<file path="src/rtl/mc_pad_gpio_ctrl.sv">
// Per-pin pad control for a bank of bidirectional pads: registered output path,
// synchronized and debounced input path, and sticky rise/fall edge interrupts.
module mc_pad_gpio_ctrl #(
  parameter int unsigned NumPads        = 8,
  parameter int unsigned SyncStages     = 2,
  parameter int unsigned DebounceCycles = 4
) (
  input  logic               clk_i,
  input  logic               rst_ni,
  input  logic [NumPads-1:0] out_i,
  input  logic [NumPads-1:0] oe_i,
  input  logic [NumPads-1:0] debounce_en_i,
  input  logic [NumPads-1:0] irq_rise_en_i,
  input  logic [NumPads-1:0] irq_fall_en_i,
  input  logic [NumPads-1:0] irq_clear_i,
  output logic [NumPads-1:0] pad_d_o,
  output logic [NumPads-1:0] pad_oe_o,
  input  logic [NumPads-1:0] pad_d_i,
  output logic [NumPads-1:0] in_o,
  output logic [NumPads-1:0] irq_pending_o,
  output logic               irq_o
);

  localparam int unsigned CntW = (DebounceCycles > 1) ? $clog2(DebounceCycles) : 1;
  localparam logic [CntW-1:0] CntMax = CntW'(DebounceCycles - 1);

  logic [NumPads-1:0] pad_d_q, pad_oe_q;
  logic [NumPads-1:0] sync_q [SyncStages];
  logic [NumPads-1:0] sync_s;
  logic [CntW-1:0]    cnt_q [NumPads];
  logic [CntW-1:0]    cnt_d [NumPads];
  logic [NumPads-1:0] stable_q, stable_d;
  logic [NumPads-1:0] stable_prev_q;
  logic [NumPads-1:0] rise_evt, fall_evt, set_evt;
  logic [NumPads-1:0] pending_q, pending_d;

  // Output path: straight registered copy of the register-file values.
  always_ff @(posedge clk_i or negedge rst_ni) begin
    if (!rst_ni) begin
      pad_d_q  <= '0;
      pad_oe_q <= '0;
    end else begin
      pad_d_q  <= out_i;
      pad_oe_q <= oe_i;
    end
  end

  always_ff @(posedge clk_i or negedge rst_ni) begin
    if (!rst_ni) begin
      for (int s = 0; s < int'(SyncStages); s++) sync_q[s] <= '0;
    end else begin
      sync_q[0] <= pad_d_i;
      for (int s = 1; s < int'(SyncStages); s++) sync_q[s] <= sync_q[s-1];
    end
  end

  assign sync_s = sync_q[SyncStages-1];

  // A new level is accepted only after DebounceCycles consecutive mismatching
  // cycles; any matching cycle or a disabled cycle throws the partial count away.
  always_comb begin
    stable_d = stable_q;
    for (int p = 0; p < int'(NumPads); p++) begin
      cnt_d[p] = '0;
      if (!debounce_en_i[p]) begin
        stable_d[p] = sync_s[p];
      end else if (sync_s[p] != stable_q[p]) begin
        if (cnt_q[p] == CntMax) begin
          stable_d[p] = sync_s[p];
        end else begin
          cnt_d[p] = cnt_q[p] + CntW'(1);
        end
      end
    end
  end

  always_ff @(posedge clk_i or negedge rst_ni) begin
    if (!rst_ni) begin
      stable_q      <= '0;
      stable_prev_q <= '0;
      for (int p = 0; p < int'(NumPads); p++) cnt_q[p] <= '0;
    end else begin
      stable_q      <= stable_d;
      stable_prev_q <= stable_q;
      for (int p = 0; p < int'(NumPads); p++) cnt_q[p] <= cnt_d[p];
    end
  end

  // Edges are taken from the registered filtered level, so pending rises the
  // cycle after in_o changes; a new event beats a simultaneous clear.
  assign rise_evt  = stable_q & ~stable_prev_q;
  assign fall_evt  = ~stable_q & stable_prev_q;
  assign set_evt   = (rise_evt & irq_rise_en_i) | (fall_evt & irq_fall_en_i);
  assign pending_d = set_evt | (pending_q & ~irq_clear_i);

  always_ff @(posedge clk_i or negedge rst_ni) begin
    if (!rst_ni) begin
      pending_q <= '0;
    end else begin
      pending_q <= pending_d;
    end
  end

  assign pad_d_o       = pad_d_q;
  assign pad_oe_o      = pad_oe_q;
  assign in_o          = stable_q;
  assign irq_pending_o = pending_q;
  assign irq_o         = |pending_q;

endmodule

</file>
<file path="config.mk">
export PLATFORM = sky130hd
export DESIGN_NAME = mc_pad_gpio_ctrl
export DESIGN_NICKNAME = d
export VERILOG_FILES = /design/src/rtl/mc_pad_gpio_ctrl.sv
export SDC_FILE = /design/constraint.sdc
export NUM_CORES = 1
export LEC_CHECK = 0
export ABC_AREA = 1
export BUFFER_PORTS_ARGS = -buffer_cell sky130_fd_sc_hd__buf_2
export CAP_MARGIN = 20
export CORE_MARGIN = 2
export CORE_UTILIZATION = 44
export DETAILED_ROUTE_END_ITERATION = 10
export PLACE_DENSITY = 0.76
export SLEW_MARGIN = 20
export SYNTH_ARGS = -nofsm -noshare
export SYNTH_HDL_FRONTEND = slang
export SYNTH_SLANG_ARGS = --single-unit
export TNS_END_PERCENT = 10
</file>
<file path="constraint.sdc">
create_clock -name clk_i -period 0.8 [get_ports clk_i]
set_input_delay 0.08 -clock clk_i [delete_from_list [all_inputs] [get_ports clk_i]]
set_output_delay 0.08 -clock clk_i [all_outputs]
set_load 0.05 [all_outputs]
</file>
==> flow_summary.yaml, run 1 <==
routing:
  iteration_count_of_the_initial_detailed_routing_pass: 4
  route.detailed.wl_per_inst_um: 13.1
  detail_route.iter0.violations: 92
  drt_wl_total_um: 6350
  remaining_drc_errors: 0
  ant_nets: 0
  via_per_inst: 4.52
  routed-via-count: 2182
power_and_ir_drop:
  power_frac_comb: 0.231
  power_report.internal_total_uw: 6510
  share_seq_of_total_power: 0.457
  p_sw_uw: 2620
  irDropWorstVdd_uv: 1430
  total_leakage_power_uw: 0.00223
  swShare: 0.287
  power_density_nw_per_um2: 2110
  pwr-share-clk: 0.312
global_routing:
  initial_antenna_violation_count: 0
  grt_first_pass_wirelength_um: 9840
  gr-usage-all-layers: 0.207
  grt_pass1_vias: 2242
  globalRoute.totalOverflow: 0
  maximum_number_of_pins_on_one_net_before_global_route_repair: 38
min_path:
  hold_class: "primary input to register"
floorplanning:
  die_area_um2: 6540
  die_height_um: 80.9
  core_area_um2: 5610
  start_util: 0.463
  rows: 27
  dieWidth_um: 80.9
  design.portCount: 91
clock_network:
  clock_path_buffers: 2
  cts.sink_count: 72
  inserted_clock_buffers: 9
  tritoncts: "built"
  cts_root_buf: "clkbuf_8"
  clk_latency_worst_skew_pair_ns: 0.33
  clock_edge_transition_at_the_registers_on_the_reported_setup_and_hold_paths_ns: 0.07
  h-tree-depth: 3
sta:
  final_hold_viol_count: 0
  slew_margin_rel: 0.865
  achievable-frequency_ghz: 0.800
  finalMaxSlewViolations: 0
  clock-skew-final_ns: 0.00899
  setup_slack_ns: -0.450
  setup_viol: 60
  layout_min_cycle_time_ns: 1.25
  layout_worst_path_cycle_share: 1.56
  unrepaired_setup_endpoints_after_global_routing: "true"
  worst_max_slew_pin_slew_ns: 0.203
place:
  post-place-cells: 418
  io_buffers: 90
  gpl.final_weighted_congestion: 0.769
  post_placement_worst_setup_slack_ns: -0.156
  dpl.hpwl_um: 3500
worst_setup_path:
  timing.critical_path.from_type: "register"
  critical_path_arrival_ns: 1.17
  critical_path_peak_fanout: 2
  timing.critical_path.to_type: "primary output"
  critical_path_required_ns: 0.72
  path_class: "register to primary output"
synthesis:
  mappedNetlistArea_um2: 2600
  synthesis.yosys.warnings: 0
  netlist_top_cells_area: "dfrtp_1 (69%), nand2_1 (8.8%), inv_1 (6.6%)"
  synthesis.area_per_instance_um2: 10.5
  synth_cells: 247
  yosysUniqueCellTypes: 9
  postSynthNetCount: 313
  synth_seq_cells: 72
  synthDominantCellAreaShare: 0.693
  netlist.top_cell.by_area: "dfrtp_1"
  synth_seq_area_share: 0.693
final_layout:
  fin_cells: 483
  finish.utilization: 0.770
  final_layout_size_suffix_gt1_frac: 0.428
  finish.net_count: 472
  antenna-diode-count: 0
  synthToLayoutAreaGrowth_pct: 66.2
status:
  status: "finished with violations"
  violations: "setup timing"
run:
  maxCapViolations: 0
==> stage by stage <==
step                      hold WS [ns]  cell area, µm²  total power (µW)  setup TNS [ns]
after floorplan                 -0.216            2620              5080           -3.49
after detailed placement        0.0755            3260              5690           -2.29
final                           0.0146            4320              9120           -8.67
after CTS                      0.00281            4200              9030           -9.01
after global routing            0.0188            4320              9580          -11.37
after global placement          0.0682            3260              5640           -1.63
==> power groups by stage <==
stage               Sequential [µW]  Combinational (µW)  Clock [µW]
floorplan                      4710                 378           0
global placement               4160                1480           0
detailed placement             4190                1500           0
CTS                            4160                1960        2910
global route                   4210                2270        3110
finish                         4170                2100        2850
==> cell type report <==
class	count	area [µm²]
Sequential cell	72	1820
Timing Repair Buffer	148	1280
Multi-Input combinational cell	127	747
Inverter	48	183
Clock buffer	13	159
Fill cell	366	1290
Clock inverter	3	40.0
Tap cell	72	90.1
==> cells by family (layout without fill, tap and decap cells) <==
logic type / Yosys count / in the layout / synth area share
flops: 72 / 72 / 0.693
fa+ha+maj: 8 / 8 / 0.0385
buf+inv: 48 / 212 / 0.0693
compound gates: 8 / 8 / 0.0154
simple gates: 111 / 111 / 0.183
==> path summary, 6_finish.rpt <==
path                                             from                    endpoint  slack, ns  cells past startpoint
setup reg to reg                   cnt_q[9]$_DFF_PN0_         in_o[3]$_DFFE_PN0P_      -0.12                      5
max in group asynchronous                      rst_ni         in_o[2]$_DFFE_PN0P_       0.29                      3
hold reg to reg                  sync_q[11]$_DFF_PN0_         sync_s[3]$_DFF_PN0_       0.35                      0
min in group asynchronous                      rst_ni       pad_oe_o[0]$_DFF_PN0_       0.30                      3
hold / removal                         irq_clear_i[0]  irq_pending_o[0]$_DFF_PN0_       0.01                      4
setup / recovery           irq_pending_o[0]$_DFF_PN0_                       irq_o      -0.45                      5
==> flip-flops by register name, summed over array words and instances (netlist names) <==
signal	cells
cnt_q	16
in_o	8
irq_pending_o	8
pad_d_o	8
pad_oe_o	8
stable_prev_q	8
sync_q	8
sync_s	8
==> routing by layer <==
layer | up-vias | routed length, µm | GRT usage
li1 | 1071 | - | -
met1 | 1023 | 2480 | 0.230
met2 | 76 | 3420 | 0.361
met3 | 12 | 329 | 0.0711
met4 | 0 | 116 | 0.0864
met5 | - | 0 | 0
==> what timing repair did <==
| action | CTS | global route |
|---|---|---|
| hold buffers | 45 | 1 |
| setup endpoints to repair | 61 | 64 |
| endpoints found under the hold margin | 118 | 1 |
| resized for setup | 102 | 27 |
| setup buffers | 0 | 4 |
| pin swaps | 27 | 7 |
==> layout by cell type, fill, tap and decap left out <==
master,netlist,layout
nor2_2,0,3
bufinv_16,0,1
nand3_1,24,16
clkbuf_8,0,11
nand3b_1,8,8
nor2_1,18,15
dfrtp_1,72,56
o21ai_0,8,2
clkinv_2,0,2
buf_2,0,56
dfrtp_2,0,16
ha_4,0,3
nand3_2,0,8
dlygate4sd3_1,0,46
o21ai_1,0,6
nand2_2,0,11
ha_2,0,4
buf_4,0,4
inv_4,0,1
ha_1,8,1
nand2_4,0,1
nand2_1,61,49
buf_12,0,2
inv_1,46,34
inv_2,2,13
buf_6,0,35
clkbuf_1,0,2
buf_8,0,5
==> cells in the mapped netlist <==
cell type	number
dfrtp_1	72
nand2_1	61
inv_1	46
nand3_1	24
nor2_1	18
ha_1	8
nand3b_1	8
o21ai_0	8
inv_2	2
==> worst max-delay path, stage by stage, from the launching register on <==
cell and delay (ns):
dfrtp_2 0.41, inv_1 0.05, nand2_1 0.05, nor2_2 0.11
nand2_2 0.06, buf_6 0.15
(Power assumes the default switching activity.)
==> run 2, diff against run 1 <==
--- a/config.mk
+++ b/config.mk
@@ -11,6 +11,7 @@
 export CORE_MARGIN = 2
 export CORE_UTILIZATION = 44
 export DETAILED_ROUTE_END_ITERATION = 10
+export GPL_TIMING_DRIVEN = 0
 export PLACE_DENSITY = 0.76
 export SLEW_MARGIN = 20
 export SYNTH_ARGS = -nofsm -noshare
==> run 2 against run 1 <==
Compared with the run above: register-to-register slack worse by 0.04 ns; first-iteration DRC count decreased by 40%; sequential power barely moved; worst hold slack worse by 0.33 ns; the run ends with hold timing, setup timing left; die area is the same; routed wire length up 2.3%; highest routed layer unchanged; count of clock-buffer cells in the layout decreased by 4; total power down 1.1%; maximum frequency shrank 2.0%; critical path depth unchanged; global-route usage about the same; design area grew 0.67%.
==> flow_summary.yaml, run 2 (synthesized netlist as in run 1, its figures left out) <==
worst_setup_path:
  critical_path_required_ns: 0.72
  critical_path.cell_chain: "inv_1 > nand2_1 > nor2_2 > nand2_2 > buf_8"
  crit_family: "flip-flops"
  timing.critical_path.from_type: "register"
  critical_path_arrival_ns: 1.20
  path_class: "register to primary output"
  timing.critical_path.to_type: "primary output"
  setup.reg_to_reg.worst_slack_ns: -0.16
  timing.critical_path.buf_inv: 2
  critical_path_peak_fanout: 2
  longest_individual_stage_delay_on_the_worst_path_ns: 0.41
  timing.critical_path.slowest_stage_cell: "dfrtp_2"
sta:
  setup_slack_ns: -0.475
  slew_margin_rel: 0.701
  holdWs_ns: -0.320
  setup-tns-final_ns: -9.00
  setup_viol: 61
  unrepaired_setup_endpoints_after_global_routing: "true"
  layout_min_cycle_time_ns: 1.28
  final_hold_viol_count: 34
  finalMaxSlewViolations: 0
  achievable-frequency_ghz: 0.784
  clock-skew-final_ns: 0.00472
  worst_max_slew_pin_slew_ns: 0.448
  layout_worst_path_cycle_share: 1.59
final_layout:
  layout_common_cells: "dfrtp_1 (56), buf_2 (56), dlygate4sd3_1 (51), nand2_1 (48), buf_6 (36)"
  n_fill_cell: 376
  largest_register_ffs: 16
  fin_cells: 486
  synthToLayoutAreaGrowth_pct: 67.4
  largest-register: "cnt_q"
  final_layout_size_suffix_gt1_frac: 0.425
  antenna-diode-count: 0
  finish.net_count: 476
clock_network:
  clock_edge_transition_at_the_registers_on_the_reported_setup_and_hold_paths_ns: 0.07
  clk_latency_worst_skew_pair_ns: 0.34
  cts_hold_buffers: 51
  cts_root_buf: "clkbuf_8"
  inserted_clock_buffers: 9
  cts.sink_count: 72
  h-tree-depth: 3
  clock_path_buffers: 2
  tritoncts: "built"
floorplanning:
  core_area_um2: 5610
  start_util: 0.463
  die_area_um2: 6540
  die_height_um: 80.9
  design.portCount: 91
  rows: 27
  dieWidth_um: 80.9
min_path:
  hold_class: "primary input to async pin"
routing:
  drt_wl_total_um: 6500
  ant_nets: 0
  route.detailed.wl_per_inst_um: 13.4
  remaining_drc_errors: 0
  iteration_count_of_the_initial_detailed_routing_pass: 4
  routed-via-count: 2223
  detail_route.iter0.violations: 55
  via_per_inst: 4.57
power_and_ir_drop:
  design_power_total_uw: 9020
  pwr-share-clk: 0.304
  power_report.internal_total_uw: 6330
  power_density_nw_per_um2: 2070
  power_frac_comb: 0.233
  share_seq_of_total_power: 0.463
  total_leakage_power_uw: 0.00221
  irDropWorstVdd_uv: 1450
  swShare: 0.298
  p_sw_uw: 2690
place:
  io_buffers: 90
  dpl.hpwl_um: 3460
  post-place-cells: 410
  post_placement_worst_setup_slack_ns: -0.195
  gpl.final_weighted_congestion: 0.750
status:
  status: "finished with violations"
  violations: "hold timing, setup timing"
global_routing:
  grt_pass1_vias: 2326
  maximum_number_of_pins_on_one_net_before_global_route_repair: 39
  gr-usage-all-layers: 0.207
  initial_antenna_violation_count: 0
  globalRoute.totalOverflow: 0
  grt_first_pass_wirelength_um: 9850
run:
  maxCapViolations: 0
-- run 2: cell count changes in the layout (fill, tap and decap cells not counted), sizes merged --
cell / previous run / this run
dlygate4sd3: 46 / 51
clkbuf: 13 / 9
clkinvlp: 0 / 3
buf: 102 / 101
clkinv: 2 / 1
inv: 48 / 49
-- run 2: worst paths after layout --
| path | endpoint | startpoint | depth (start not counted) |
|---|---|---|---|
| max in group asynchronous | irq_pending_o[4]$_DFF_PN0_ | rst_ni | 2 |
| min in group clk_i | irq_pending_o[6]$_DFF_PN0_ | irq_fall_en_i[6] | 3 |
| worst max-delay path | irq_o | irq_pending_o[7]$_DFF_PN0_ | 5 |
| worst min-delay path | pad_d_o[3]$_DFF_PN0_ | rst_ni | 1 |
| worst min register to register | sync_s[0]$_DFF_PN0_ | sync_q[8]$_DFF_PN0_ | 0 |
| worst max register to register | in_o[2]$_DFFE_PN0P_ | cnt_q[10]$_DFF_PN0_ | 5 |
-- run 2: power groups by stage --
stage	Combinational (µW)	Clock (µW)	Sequential [µW]
2_1_floorplan	378	0	4710
3_3_place_gp	1340	0	4190
3_5_place_dp	1380	0	4210
4_1_cts	1960	2840	4150
5_1_grt	2250	3010	4200
6_report	2100	2740	4180
-- run 2: stage by stage --
| stage | cell area [µm²] | hold slack, ns | utilization |
|---|---|---|---|
| after CTS | 4260 | -0.313 | 0.760 |
| final | 4350 | -0.320 | 0.776 |
| after floorplan | 2620 | -0.216 | - |
| after global routing | 4350 | -0.298 | 0.776 |
| after global placement | 3160 | 0.188 | 0.564 |
| after detailed placement | 3190 | 0.0635 | 0.568 |
-- run 2: area by class of cell --
type | instances | area (µm²) | area share
multi-input cells | 127 | 742 | 0.171
repair buffers | 152 | 1310 | 0.302
well taps | 72 | 90.1 | 0.0207
flip-flops and latches | 72 | 1820 | 0.419
clock buffers | 9 | 124 | 0.0285
inverters | 48 | 188 | 0.0432
clock inverters | 6 | 70.1 | 0.0161
-- run 2: layer usage --
metal	GRT usage	routed length [µm]	vias to the layer above	part of all wire
met1	0.198	2290	1057	0.35
met3	0.0778	450	9	0.069
li1	-	-	1081	-
met2	0.398	3680	76	0.57
met5	0	0	-	0
met4	0.0763	80	0	0.012
-- run 2: what timing repair did --
action                                  CTS  global route
pin swaps                                24            10
endpoints found under the hold margin    81            34
buffers inserted                          9             3
endpoints found under the setup margin   57            65
gates cloned                              0             0
gates resized for setup                 104            29
